--- src/rtl/cnn_pkg.sv ---
// rtl/cnn_pkg.sv - shared FSM state type and geometry helpers for the CNN buffer path
package cnn_pkg;

    typedef enum logic [1:0] {
        IDLE  = 2'd0,
        WRITE = 2'd1,
        READ  = 2'd2,
        FLUSH = 2'd3
    } state_t;

    function automatic int out_dim(input int ifm, input int k, input int pad, input int stride);
        return (ifm - k + 2 * pad) / stride + 1;
    endfunction

    function automatic int addr_w(input int ifm, input int k, input int pad);
        return $clog2(ifm - k + 2 * pad + 1);
    endfunction

endpackage

--- src/rtl/raster_cnt.sv ---
// rtl/raster_cnt.sv - 2-D raster position counter (ox fast, oy slow), shared by write and read phases
module raster_cnt #(
    parameter int DIM = 5,
    parameter int W   = 6
) (
    input  logic         clk,
    input  logic         rst,
    input  logic         inc,
    input  logic         clr,
    output logic [W-1:0] ox,
    output logic [W-1:0] oy,
    output logic         wrap,
    output logic         last
);

    localparam logic [W-1:0] MAX = W'(DIM - 1);

    // wrap: this increment ends a row; last: currently on the final row
    assign wrap = inc && (ox == MAX);
    assign last = (oy == MAX);

    always_ff @(posedge clk) begin
        if (rst || clr) begin
            ox <= '0;
            oy <= '0;
        end else if (inc) begin
            if (ox == MAX) begin
                ox <= '0;
                oy <= (oy == MAX) ? '0 : oy + W'(1);
            end else begin
                ox <= ox + W'(1);
            end
        end
    end

endmodule

--- src/rtl/buffer_ctrl.sv ---
// rtl/buffer_ctrl.sv - strided output buffer address/strobe sequencer; optional err flag under BUF_CTRL_ERR_EN
module buffer_ctrl
    import cnn_pkg::*;
#(
    parameter int IFM_SIZE    = 9,
    parameter int KERNEL_SIZE = 4,
    parameter int STRIDE      = 2,
    parameter int PAD         = 2,
    localparam int OUT_DIM    = out_dim(IFM_SIZE, KERNEL_SIZE, PAD, STRIDE),
    localparam int ADDR       = addr_w(IFM_SIZE, KERNEL_SIZE, PAD)
) (
    input  logic            clk,
    input  logic            rst,
    input  logic            start,
    input  logic            wr_valid,
    output logic            wr_ready,
    input  logic            rd_ready,
    output logic [ADDR+1:0] addr_x,
    output logic [ADDR+1:0] addr_y,
    output logic            we,
    output logic            re,
    output logic            rd_valid,
    output logic            busy,
`ifdef BUF_CTRL_ERR_EN
    output logic            done,
    output logic            err
`else
    output logic            done
`endif
);

    localparam int AW       = ADDR + 2;
    localparam int MAX_ADDR = (OUT_DIM - 1) * STRIDE + KERNEL_SIZE - 1;
    localparam logic [AW-1:0] STR  = AW'(STRIDE);
    localparam logic [AW-1:0] KOFF = AW'(KERNEL_SIZE - 1);

    generate
        if (MAX_ADDR >= (1 << AW)) begin : g_width_chk
            $error("buffer_ctrl: address width too small for largest read address");
        end
    endgenerate

    state_t        state, state_nxt;
    logic          cnt_inc, cnt_clr, cnt_wrap, cnt_last;
    logic [AW-1:0] ox, oy;

    raster_cnt #(.DIM(OUT_DIM), .W(AW)) u_cnt (
        .clk  (clk),
        .rst  (rst),
        .inc  (cnt_inc),
        .clr  (cnt_clr),
        .ox   (ox),
        .oy   (oy),
        .wrap (cnt_wrap),
        .last (cnt_last)
    );

    // done is registered so it lands the cycle after FLUSH's final rd_valid
    always_ff @(posedge clk) begin
        if (rst) begin
            state    <= IDLE;
            rd_valid <= 1'b0;
            done     <= 1'b0;
        end else begin
            state    <= state_nxt;
            rd_valid <= re;
            done     <= (state == FLUSH);
        end
    end

    always_comb begin
        state_nxt = state;
        case (state)
            IDLE:    if (start) state_nxt = WRITE;
            WRITE:   if (cnt_wrap && cnt_last) state_nxt = READ;
            READ:    if (cnt_wrap && cnt_last) state_nxt = FLUSH;
            FLUSH:   state_nxt = IDLE;
            default: state_nxt = IDLE;
        endcase
    end

    always_comb begin
        wr_ready = 1'b0;
        we       = 1'b0;
        re       = 1'b0;
        cnt_inc  = 1'b0;
        cnt_clr  = (state == IDLE) && start;
        addr_x   = '0;
        addr_y   = '0;
        busy     = (state != IDLE);
        case (state)
            WRITE: begin
                wr_ready = 1'b1;
                we       = wr_valid;
                cnt_inc  = wr_valid;
                addr_x   = ox * STR;
                addr_y   = oy * STR + AW'(1);
            end
            READ: begin
                re      = rd_ready;
                cnt_inc = rd_ready;
                addr_x  = ox * STR + KOFF;
                addr_y  = oy * STR;
            end
            default: ;
        endcase
    end

`ifdef BUF_CTRL_ERR_EN
    always_ff @(posedge clk) begin
        if (rst) begin
            err <= 1'b0;
        end else if ((start && busy) || (wr_valid && !wr_ready)) begin
            err <= 1'b1;
        end
    end
`else
`endif

endmodule

--- config.mk ---
export PLATFORM = sky130hd
export DESIGN_NAME = buffer_ctrl
export DESIGN_NICKNAME = d
export VERILOG_FILES = /design/src/rtl/cnn_pkg.sv /design/src/rtl/raster_cnt.sv /design/src/rtl/buffer_ctrl.sv
export SDC_FILE = /design/constraint.sdc
export NUM_CORES = 1
export LEC_CHECK = 0
export CAP_MARGIN = 20
export CORE_UTILIZATION = 45
export CTS_CLUSTER_DIAMETER = 50
export DETAILED_ROUTE_END_ITERATION = 12
export GPL_TIMING_DRIVEN = 0
export HOLD_SLACK_MARGIN = 0.08
export PLACE_DENSITY = 0.71
export SKIP_LAST_GASP = 1
export SLEW_MARGIN = 10
export SYNTH_ARGS = -nofsm -noshare
export SYNTH_HDL_FRONTEND = slang
export SYNTH_SLANG_ARGS = --single-unit
--- constraint.sdc ---
create_clock -name clk -period 3.1 [get_ports clk]
set_input_delay 0.62 -clock clk [delete_from_list [all_inputs] [get_ports clk]]
set_output_delay 0.62 -clock clk [all_outputs]
set_load 0.02 [all_outputs]
==> metrics.cfg <==
[run]
maxCapViolCount=0

[floorplan]
die_x_um=51.9
die_h_um=51.9
die_area_um2=2700
start_util=0.493
ios=23
core_area_um2=2280
num_rows=17

[critical_path]
path_cells=inv_1 > ha_1 > buf_4 > or2_2 > and3_1 > clkdlybuf4s50_1
cp-end-kind=primary output
r2r_cells=7
critPathBufInv=3
r2r-start=state[1]
critPathMaxStageDelay_ps=530
cpMaxStageDelayCell=clkdlybuf4s50_1
critPathLaunchType=flip-flop
worstPathArrival_ps=2270
critPathRequiredTime_ps=2480
reg2reg_slack_ps=1130
crit_type=reg2out
crit_path_max_fanout=10
reg2reg_to=u_cnt.oy[5]
path_delay_family=buffers and inverters

[sta]
fin_tns_setup_ps=0
hold_viol_final=0
finalCriticalPeriod_ps=2890
fmax_mhz=346
rsz0062_at_grt=no
slew_violations=0
max_slew_margin=0.763
fin_skew_ps=3.70
tightest_slew_ps=354
fin_crit_sh=0.933
finalSetupViolations=0

[synth]
yosysUniqueCellTypes=42
synth_ff_type=dfxtp_1
yosys.area.top_type=dfxtp_1
avgSynthCellArea_um2=8.07
synth_top_area_share=0.285
seq_area_frac_synth=0.285
syn-num-nets=154
async_flop_share=0
synth_area_um2=1120
syn_inst=139
synth_edf_count=0
synth_seq_cells=16
ys_top_cells_by_area=dfxtp_1 29%, ha_1 11%, a21oi_1 4.5%
yosys_warnings=0

[place]
portBuffers=22
place_hpwl_mm=1.84
gp_congestion=0.770

[hold_path]
hold_depth=2
min_from=u_cnt.oy[5]
holdPathEnd=u_cnt.oy[5]
min_path_type=reg2reg

[global_routing]
antenna_found_initial=0
track_usage=0.204
grt_pass1_vias=965
grt_pass1_wl_mm=4.07
grt_max_degree=20
grt_overflow=0

[cells_and_area]
diodes=0
post_route_cells_drive_above_1_share=0.0736
area_delta_synth_final_pct=24.7
final_nets=180
post-route-util=0.615

[clock_network]
cts_sinks=16
cts_buffer_depth=2
cts_tree=built
cts_htree_levels=1
cts.reportedPaths.clkPinSlew_ps=90
insertion_delay_ps=290
cts-root-buf=clkbuf_4
cts_setup_buffers=0
cts_made_buffers=3
postCtsHoldBufs=0

[power]
irDropWorstVdd_mv=0.418
power.density_nw_per_um2=534
p_leak_nw=0.552

[detailed_routing]
drt_iter0_drc=30
via_count=1064
drt-total-wl_mm=2.39
drc_errors=0
postRouteAntennaNets=0
firstDrtPassIters=5
vias_per_cell=5.57
wl_per_cell_um=12.5

[outcome]
status=finished clean

report_power, final:
part	switching [mW]	total [mW]	internal (mW)
Clock	0.0656	0.111	0.0453
Sequential	0.0165	0.235	0.219
Combinational	0.231	0.401	0.170
state kept, by name, summed over array words and instances, names as in the netlist:
register,flops
u_cnt.ox,6
u_cnt.oy,6
state,2
done,1
rd_valid,1
placed cells by master, fill, tap and decap left out, types with 5 or more instances in the layout:
cell type,instances
a21oi_1,10
and2_1,6
and3_1,5
clkdlybuf4s50_1,21
dfxtp_1,16
ha_1,10
inv_1,7
nand2_1,10
nand3_1,5
nor2_1,12
nor2b_1,7
o21ai_0,5
cell families (layout without fill, tap and decap cells):
group | count (synthesis) | after routing | synth area share
AO/OA/AOI/OAI | 25 | 25 | 0.138
XOR/XNOR | 4 | 4 | 0.0312
adder cells (fa/ha/maj) | 10 | 10 | 0.111
buffers and inverters | 12 | 36 | 0.0502
flip-flops | 16 | 16 | 0.285
multiplexers | 2 | 2 | 0.0190
AND/OR/NAND/NOR | 70 | 70 | 0.365
per-layer routing:
metal | vias to the layer above | share of wire | routed length [um] | track usage
met5 | - | 0 | 0 | 0
met4 | 0 | 0.013 | 30 | 0.0811
met3 | 4 | 0.050 | 119 | 0.0643
met2 | 24 | 0.49 | 1170 | 0.342
met1 | 498 | 0.45 | 1070 | 0.238
li1 | 538 | - | - | -
layout make-up:
class                      instances  area (um^2)
tap                               28         35.0
inverter                           7         26.3
timing repair buffer              22          223
fill                             211          876
sequential                        16          320
buffer                             4         27.5
multi-input combinational        111          746
clock buffer                       3         22.5
tightest hold or removal path: cells and delay by family, from the launching register on:
family	cells	cell delay, ps
flip-flops	1	340
AO/OA/AOI/OAI	2	110
per-stage QoR:
stage               std cells  total power [mW]  worst slack (ps)  area, um^2  hold WS [ps]
floorplan                 139             0.521               850        1120           452
global placement          189             0.651               329        1380           466
detailed placement        189             0.653               335        1380           482
CTS                       191             0.755              10.9        1400           492
global route              191             0.806              92.0        1400           523
finish                    191             0.747               208        1400           492
what timing repair did:
item	CTS	global route
pin swaps	0	0
endpoints found under the setup margin	1	3
gates resized for setup	0	3
how the worst max path moves through the flow:
stage	startpoint	to	slack, ps	depth (start not counted)
2_1_floorplan	state[0]	addr_x[4]	850	5
3_3_place_gp	state[0]	addr_x[4]	330	6
3_5_place_dp	state[0]	addr_x[4]	340	6
4_1_cts	state[0]	addr_x[4]	10	7
5_1_grt	state[0]	addr_x[5]	90	7
6_report	state[1]	addr_y[1]	210	6
Yosys cell counts, types with 2 or more instances:
cell / instances
and2_1: 6
ha_1: 10
nand2_1: 10
a22oi_1: 2
xnor2_1: 3
nor2_1: 12
o21ai_0: 5
dfxtp_1: 16
nor2b_1: 7
a21oi_1: 10
and3_1: 5
or3_1: 4
clkbuf_1: 3
nand3_1: 5
inv_1: 7
nand4_1: 4
nand2b_1: 4
nand3b_1: 2
(Power assumes the default switching activity.)
